===== src/rtl/inj_pulse_sched_pkg.sv =====
// Shared engine-control constants: FSM state encoding and crank/time scaling.
package efi_pkg;

  typedef logic [1:0] state_t;

  localparam state_t IDLE = 2'd0;
  localparam state_t OPEN = 2'd1;
  localparam state_t DONE = 2'd2;

  localparam int QUANTA_PER_TOOTH = 256;
  localparam int TOOTH_SHIFT      = 8;
  localparam int TICKS_PER_MS     = 2000;

endpackage


===== src/rtl/inj_pulse_sched_if.sv =====
// Channel bus between the crank synchronizer/config side and one injector scheduler.
interface inj_pulse_sched_if #(
  parameter int PHASE_W = 16,
  parameter int PW_W    = 32,
  parameter int DT_W    = 16,
  parameter int OVL_W   = 8
);
  logic               en;
  logic               trigger;
  logic [PHASE_W-1:0] eng_phase;
  logic [PHASE_W-1:0] start_phase;
  logic [PW_W-1:0]    pw;
  logic [DT_W-1:0]    dead_time;
  logic               inj_out;
  logic               busy;
  logic               pulse_done;
  logic [OVL_W-1:0]   overlap_cnt;

  modport master (
    output en, trigger, eng_phase, start_phase, pw, dead_time,
    input  inj_out, busy, pulse_done, overlap_cnt
  );

  modport slave (
    input  en, trigger, eng_phase, start_phase, pw, dead_time,
    output inj_out, busy, pulse_done, overlap_cnt
  );
endinterface


===== src/rtl/inj_pulse_sched_sat_down_counter.sv =====
// Loadable down-counter that stops at zero; tc flags the final counted cycle (count==1).
module sat_down_counter #(
  parameter int W = 32
) (
  input  logic         clk,
  input  logic         reset,
  input  logic         clr,
  input  logic         load,
  input  logic [W-1:0] load_val,
  input  logic         dec,
  output logic         tc
);

  logic [W-1:0] cnt_q, cnt_d;

  always_comb begin
    cnt_d = cnt_q;
    if (clr)                       cnt_d = '0;
    else if (load)                 cnt_d = load_val;
    else if (dec && cnt_q != '0)   cnt_d = cnt_q - 1'b1;
  end

  always_ff @(posedge clk) begin
    if (reset) cnt_q <= '0;
    else       cnt_q <= cnt_d;
  end

  assign tc = (cnt_q == W'(1));

endmodule


===== src/rtl/inj_pulse_sched.sv =====
// Per-channel injector pulse scheduler: opens on the matching crank tooth for pw+dead_time ticks.
// Build option INJ_SCHED_MIN_PW_EN suppresses pulses shorter than MIN_PW ticks.
module inj_pulse_sched
  import efi_pkg::*;
#(
  parameter int PHASE_W = 16,
  parameter int PW_W    = 32,
  parameter int DT_W    = 16,
  parameter int OVL_W   = 8,
  parameter int MIN_PW  = 200
) (
  input  logic             clk,
  input  logic             reset,
  inj_pulse_sched_if.slave bus
);

`ifdef INJ_SCHED_MIN_PW_EN
  localparam bit MIN_PW_EN = 1'b1;
`else
  localparam bit MIN_PW_EN = 1'b0;
`endif
  // Without the minimum-pulse option any non-zero length is issued.
  localparam logic [PW_W-1:0] MIN_LEN = MIN_PW_EN ? PW_W'(MIN_PW) : PW_W'(1);

  state_t           state_q, state_d;
  logic [OVL_W-1:0] ovl_q, ovl_d;
  logic [PW_W:0]    len_sum;
  logic [PW_W-1:0]  len;
  logic             match, start, cnt_tc;
  logic             cnt_load, cnt_dec, cnt_clr;

  // Tooth-granular compare: sub-tooth quanta of both phases are ignored.
  assign match   = bus.trigger &&
                   (bus.eng_phase[PHASE_W-1:TOOTH_SHIFT] == bus.start_phase[PHASE_W-1:TOOTH_SHIFT]);
  assign len_sum = {1'b0, bus.pw} + {{(PW_W+1-DT_W){1'b0}}, bus.dead_time};
  assign len     = len_sum[PW_W] ? '1 : len_sum[PW_W-1:0];
  assign start   = match && bus.en && (len >= MIN_LEN);

  always_ff @(posedge clk) begin
    if (reset) begin
      state_q <= IDLE;
      ovl_q   <= '0;
    end else begin
      state_q <= state_d;
      ovl_q   <= ovl_d;
    end
  end

  always_comb begin
    state_d = state_q;
    case (state_q)
      IDLE, DONE: state_d = start ? OPEN : IDLE;
      OPEN: begin
        if (!bus.en)     state_d = IDLE;
        else if (cnt_tc) state_d = DONE;
      end
      default:           state_d = IDLE;
    endcase
  end

  always_comb begin
    bus.inj_out    = (state_q == OPEN);
    bus.busy       = (state_q == OPEN);
    bus.pulse_done = (state_q == OPEN) && bus.en && cnt_tc;
    cnt_load       = (state_q != OPEN) && start;
    cnt_dec        = (state_q == OPEN) && bus.en;
    cnt_clr        = (state_q == OPEN) && !bus.en;
    ovl_d          = ovl_q;
    if ((state_q == OPEN) && match && (ovl_q != '1)) ovl_d = ovl_q + 1'b1;
  end

  assign bus.overlap_cnt = ovl_q;

  sat_down_counter #(.W(PW_W)) u_cnt (
    .clk      (clk),
    .reset    (reset),
    .clr      (cnt_clr),
    .load     (cnt_load),
    .load_val (len),
    .dec      (cnt_dec),
    .tc       (cnt_tc)
  );

endmodule

===== src/flat_wrapper.sv =====
// flat-port wrapper written by rule: the top's interface ports become plain ports
module inj_pulse_sched_flat import efi_pkg::*;
#(
  parameter int PHASE_W = 16,
  parameter int PW_W    = 32,
  parameter int DT_W    = 16,
  parameter int OVL_W   = 8,
  parameter int MIN_PW  = 200
)
  (clk, reset, bus_en, bus_trigger, bus_eng_phase, bus_start_phase, bus_pw, bus_dead_time, bus_inj_out, bus_busy, bus_pulse_done, bus_overlap_cnt);
  inj_pulse_sched_if #(.PHASE_W(PHASE_W), .PW_W(PW_W), .DT_W(DT_W), .OVL_W(OVL_W)) bus_i ();
  input  logic clk;
  input  logic reset;
  input wire logic [$bits(bus_i.en)-1:0] bus_en;
  input wire logic [$bits(bus_i.trigger)-1:0] bus_trigger;
  input wire logic [$bits(bus_i.eng_phase)-1:0] bus_eng_phase;
  input wire logic [$bits(bus_i.start_phase)-1:0] bus_start_phase;
  input wire logic [$bits(bus_i.pw)-1:0] bus_pw;
  input wire logic [$bits(bus_i.dead_time)-1:0] bus_dead_time;
  output wire logic [$bits(bus_i.inj_out)-1:0] bus_inj_out;
  output wire logic [$bits(bus_i.busy)-1:0] bus_busy;
  output wire logic [$bits(bus_i.pulse_done)-1:0] bus_pulse_done;
  output wire logic [$bits(bus_i.overlap_cnt)-1:0] bus_overlap_cnt;
  assign bus_i.en = bus_en;
  assign bus_i.trigger = bus_trigger;
  assign bus_i.eng_phase = bus_eng_phase;
  assign bus_i.start_phase = bus_start_phase;
  assign bus_i.pw = bus_pw;
  assign bus_i.dead_time = bus_dead_time;
  assign bus_inj_out = bus_i.inj_out;
  assign bus_busy = bus_i.busy;
  assign bus_pulse_done = bus_i.pulse_done;
  assign bus_overlap_cnt = bus_i.overlap_cnt;
  inj_pulse_sched #(.PHASE_W(PHASE_W), .PW_W(PW_W), .DT_W(DT_W), .OVL_W(OVL_W), .MIN_PW(MIN_PW)) u_core (.clk(clk), .reset(reset), .bus(bus_i));
endmodule

===== config.mk =====
export PLATFORM = sky130hd
export DESIGN_NAME = inj_pulse_sched_flat
export DESIGN_NICKNAME = d
export VERILOG_FILES = /design/src/rtl/inj_pulse_sched_pkg.sv /design/src/rtl/inj_pulse_sched_if.sv /design/src/rtl/inj_pulse_sched_sat_down_counter.sv /design/src/rtl/inj_pulse_sched.sv /design/src/flat_wrapper.sv
export SDC_FILE = /design/constraint.sdc
export NUM_CORES = 1
export LEC_CHECK = 0
export CORE_UTILIZATION = 48
export CTS_BUF_LIST = sky130_fd_sc_hd__clkbuf_8
export CTS_CLUSTER_DIAMETER = 80
export CTS_CLUSTER_SIZE = 12
export DETAILED_ROUTE_END_ITERATION = 6
export PLACE_DENSITY_LB_ADDON = 0.1
export SLEW_MARGIN = 20
export SYNTH_ARGS = -nofsm -noshare
export SYNTH_HDL_FRONTEND = slang
export SYNTH_SLANG_ARGS = --single-unit

===== constraint.sdc =====
create_clock -name clk -period 7.34 [get_ports clk]
set_clock_uncertainty 0.15 [all_clocks]
set_input_delay 1.468 -clock clk [delete_from_list [all_inputs] [get_ports clk]]
set_output_delay 1.468 -clock clk [all_outputs]
set_load 0.05 [all_outputs]

# After elaboration in Yosys (flattened, before gate mapping)
# Cells that the tools add are included.
# Widths: inputs -> output; s select.
# totals
regBits	42
wordCells	37
inputBits	84
# op_classes
n_lt_le_gt_ge	1
n_reduce_logical	16
n_eq_ne	7
mux	7
add_sub_neg	3
# ops
operator	n
$mux 32	3
$add 32x16->33	1
$eq 32x1->1 const B	1
$ge 32x1->1 const B	1
$reduce_bool 32->1	1
$sub 32x1->32 const B	1
$logic_and 1x1->1	10
$add 8x1->8 const B	1
$eq 8x8->1	1
$ne 8x8->1 const B	1
$mux 2	2
$pmux 2 s2	1
$reduce_or 2->1	2
$ne 3x2->1 const B	1
$eq 2x1->1 const B	1
$eq 2x2->1 const B	1
$logic_not 2->1	1
$ne 2x1->1 const B	1
$reduce_bool 2->1	1
$logic_not 1->1	1
$mux 1	1

# Logic depth before layout (Yosys ltp)
# logic_depth
word_depth	6
mapped_depth	15

# By module
# A second synthesis with hierarchy kept.
# hier_totals
hier_cells	576
hier_area_um2	4330.4
# by_module_without_submodules
mod	cells_per_inst	area_per_inst_um2	instances
inj_pulse_sched	325	2376.0	1
sat_down_counter	251	1954.4	1

# Least setup slack after synthesis
# OpenSTA, ideal clock, no wires.
# synth_path
path_kind	in2reg
start	in bus_dead_time[0]
end	reg u_core.u_cnt.cnt_q[11]
path_stages	14
n_path_buf	1
t_arrival_ns	4.549
required_time_ns	7.066
path_slack_ns	2.517
cell_sequence	ha_1 -> fa_1 -> a211oi_2 -> or3b_4 -> a21oi_4 -> or4_1 -> a32oi_1 -> and4_1 -> nand4_1 -> nor4_4 -> a211oi_2 -> clkbuf_1 -> o31ai_1 -> a21oi_1
# synth_via
elab_chain_len	6
word_cells_on_any_way	7
cone_classes	add/sub (1); order compare (1); mux (2); reduce/logical (3)
# synth_rtl
element	line_no	text
start: declaration	flat_wrapper.sv:19	input wire logic [$bits(bus_i.dead_time)-1:0] bus_dead_time;
$add 32x16->33 (*)	inj_pulse_sched.sv:35	assign len_sum = {1'b0, bus.pw} + {{(PW_W+1-DT_W){1'b0}}, bus.dead_time};
$mux 32 (*)	inj_pulse_sched.sv:36	assign len = len_sum[PW_W] ? '1 : len_sum[PW_W-1:0];
$ge 32x1->1	inj_pulse_sched.sv:37	assign start = match && bus.en && (len >= MIN_LEN);
$logic_and 1x1->1	inj_pulse_sched.sv:37	
$logic_and 1x1->1	inj_pulse_sched.sv:65	cnt_load = (state_q != OPEN) && start;
$mux 32 / $reduce_bool 2->1 (equally long branches)	n/a	
end signal: assignment	inj_pulse_sched_sat_down_counter.sv:25	else cnt_q <= cnt_d;
end: declaration	inj_pulse_sched_sat_down_counter.sv:14	logic [W-1:0] cnt_q, cnt_d;
# Every way passes the cells marked *; elsewhere a longest branch is shown, timed or not.
# A chain may end at the register's enable or synchronous reset.

# Worst setup path after layout
# layout_path
start	in bus_dead_time[0]
end	reg u_core.u_cnt.cnt_q[15]
# Same word-level chain as after synthesis.

==> qor.csv <==
metric;value;unit
status;completed;
GRT Total Usage;24.15;%
worst-skew pair later-pin latency;0.29;ns
chip height;91.72;microns
M1 GR Usage;32.54;%
vias in the first global route;3652;
total wire length;9719;microns
Worst-Margin Slew;0.9218;ns
gr busiest metal;met2;
headroom to the max-slew limit;38.42;%
Post-Syn Area;3864;sq um
worst hold path startpoint;u_core.u_cnt.cnt_q[5];
Setup Fix Bufs, Post-CTS;0;
deepest clock path buffer count;2;
Hold EP;u_core.u_cnt.cnt_q[5];
core area;7767;sq um
Tmin final;5.687;ns
hold_ws;0.3407;ns
reg2reg setup slack;3.46;ns
FF-to-FF path depth;11;
f_max;0.1758;GHz
vias per cell;5.674;
synth warn;0;
routing usage on met3;2.570;%
Final Setup Violations;0;
Pleak;1.863;nW
IO buf count;78;
clk slew on worst S/H paths;0.08;ns
total negative slack;0;ns
Critical Path End Type;register;
reg2reg start;u_core.u_cnt.cnt_q[8];
Starting Density;49.74;%
Req. time, crit path;7.40;ns
Die Wd;91.72;microns
GR Util met2;42.04;%
Yosys cell types;63;
Crit Reg-Reg Endpoint;u_core.u_cnt.cnt_q[25];
hold path cells;2;
Post-synth EDFFs;0;
CTS tree;done;
Int Pwr;453.6;uW
final-report max-slew violation count;0;
Clk pwr share;35.9;%
wire per inst;14.29;microns
max cap viols;0;
fin crit share;77.48;%
critical path startpoint category;input pin;
H-tree Lvls;2;
Async SR Flop Fraction;0;%
syn_area_per_cell;7.561;sq um
die area;8413;sq um
WS Path Type;input pin to register;
Initial DRT Pass Iterations;4;
initial antenna violation count;0;
post_cts resized;0;
Post-DP HPWL;7811;microns
First DRT Iteration DRCs;200;
Post-Syn Nets;615;
RSZ-0062 raised after global routing;no;
FF+latch area;840.8;sq um
remaining antenna violation count;0;
post-layout util;62.23;%
via count;3858;
gr ovfl total;0;
sequential area share after synthesis;21.76;%
Reg power frac;36.6;%
Logic pwr share;27.5;%
multi-input logic area;2897;sq um
Pwr Total;624.0;uW
CTS Sinks;42;
Area Overhead vs Synth;25.10;%
pwr dens;129.1;nW/um^2
gpl congestion;0.8536;
Root Driver;clkbuf_8;
Peak VDD IR;72.25;uV
Antenna diodes;0;
worst min path class;register to register;
Switching Share;27.30;%
global-route wire length before repair;16800;microns
Nets;681;
I/O pin total;95;
P_sw;170.4;uW
hold_buf cts;0;
largest net degree at the start of global routing;28;
Synth Register Bits;42;
CTS Buf Count;5;
worst path arrival time;5.75;ns
crit-path max FO;27;
final hold vios;0;
Layout fillers;728;
dominant synthesized flop cell;dfxtp_1;
share of layout cells above drive strength 1;5.536;%
post-detailed-route DRC marker count;0;
FP Rows;32;
post-synthesis cell count;511;
-- cell families after synthesis --
family	Yosys count	share of synthesized area, %
AOI/OAI and AO/OA	127	23.12
xor gates and xnor gates	54	12.24
adders and majority gates	20	6.671
buffers and inverters	29	3.465
DFF	42	21.76
muxes	6	1.587
and+or+nand+nor	233	31.15
-- area by class of cell --
cell class                 instances  area share (%)
timing repair buffer              80           16.46
sequential                        42           17.40
clock buffer                       6           1.709
multi-input combinational        440           59.93
inverter                           8          0.6213
clock inverter                     2           1.243
tap                              102           2.640
-- worst max-delay path: stages --
cell and delay [ns]:
clkdlybuf4s50_1 0.40, ha_1 0.23, fa_1 0.41, a211oi_2 0.34, or3b_4 0.20, a21oi_4 0.07, o21a_4 0.26, o21ai_1 0.50
and4_1 0.28, nand4_1 0.15, nor4_4 0.43, a211oi_4 0.24, buf_4 0.30, and2_1 0.23, a211oi_1 0.22
-- power groups by stage --
stage | clock network, mW | registers, mW | logic [mW]
floorplan | 0 | 0.234 | 0.106
global placement | 0 | 0.234 | 0.169
detailed placement | 0 | 0.234 | 0.171
CTS | 0.226 | 0.228 | 0.171
global route | 0.237 | 0.228 | 0.190
finish | 0.224 | 0.228 | 0.172
-- state kept, by name (all words and copies together) (netlist names) --
name,flops
u_core.bus.overlap_cnt,8
u_core.state_q,2
u_core.u_cnt.cnt_q,32
-- cells in the mapped netlist, drive strengths merged, types with 4 or more instances --
master	n	share of area (%)
nor3	31	4.4
nor2b	4	0.65
xnor2	22	5.0
inv	8	0.78
o31ai	6	1.2
nand2b	7	1.1
nand4	12	1.9
a211oi	23	5.0
nand3	28	3.6
nor2	62	6.0
or3	6	0.97
o21a	9	1.9
o21ai	21	2.7
nor4	13	2.7
o211ai	6	1.2
and2	5	0.81
xor2	32	7.3
a21oi	35	4.9
clkbuf	11	1.1
mux2i	5	1.3
or2	5	0.81
and3	11	1.8
ha	19	6.2
dfxtp	42	22
buf	10	1.6
or4	4	0.78
a311oi	8	2.0
nand2	37	3.6
-- layer usage --
metal | share of wire [%] | wire length, microns
met5 | 0 | 0
met4 | 0.87 | 85
met3 | 3.6 | 354
met2 | 48 | 4696
met1 | 47 | 4583
-- worst max path at each step --
| stage | startpoint | endpoint | slack (ns) | cells after the start |
|---|---|---|---|---|
| 2_1_floorplan | bus_dead_time[0] | u_core.u_cnt.cnt_q[11] | 2.52 | 14 |
| 3_3_place_gp | bus_dead_time[0] | u_core.u_cnt.cnt_q[15] | 1.36 | 15 |
| 3_5_place_dp | bus_dead_time[0] | u_core.u_cnt.cnt_q[15] | 1.35 | 15 |
| 4_1_cts | bus_dead_time[0] | u_core.u_cnt.cnt_q[15] | 1.66 | 15 |
| 5_1_grt | bus_dead_time[0] | u_core.u_cnt.cnt_q[15] | 1.35 | 15 |
| 6_report | bus_dead_time[0] | u_core.u_cnt.cnt_q[15] | 1.65 | 15 |
-- stage by stage --
stage,cell area [sq um],setup WS [ns],std cells
after floorplan,3864,2.517,511
final,4833,1.653,680
after detailed placement,4691,1.354,672
after global routing,4833,1.348,680
after global placement,4691,1.363,672
after CTS,4833,1.657,680
-- cells in the final DEF, fill, tap and decap left out, types with 2 or more instances in the layout --
| master | n |
|---|---|
| dfxtp_1 | 42 |
| clkbuf_8 | 6 |
| o21ai_1 | 4 |
| buf_4 | 2 |
| nor2_1 | 62 |
| or3_1 | 6 |
| a311oi_1 | 7 |
| and2_1 | 5 |
| nand4_1 | 12 |
| o211ai_1 | 6 |
| nor4_1 | 11 |
| nor2b_1 | 4 |
| and4_1 | 2 |
| nand2_1 | 37 |
| a21oi_1 | 33 |
| or4_1 | 4 |
| ha_1 | 19 |
| nor3_1 | 29 |
| o31a_1 | 2 |
| xor2_1 | 32 |
| nand3_1 | 28 |
| or2_2 | 5 |
| o21a_1 | 8 |
| o31ai_1 | 6 |
| a21o_1 | 3 |
| clkdlybuf4s50_1 | 78 |
| a211oi_1 | 19 |
| mux2i_1 | 5 |
| o211a_1 | 2 |
| inv_1 | 8 |
| xnor2_1 | 22 |
| a211o_1 | 3 |
| bufinv_16 | 2 |
| o21ai_0 | 17 |
| nand2b_1 | 7 |
| a211oi_2 | 3 |
| and3_1 | 11 |
Note: power is estimated with default switching activity, not from simulation.
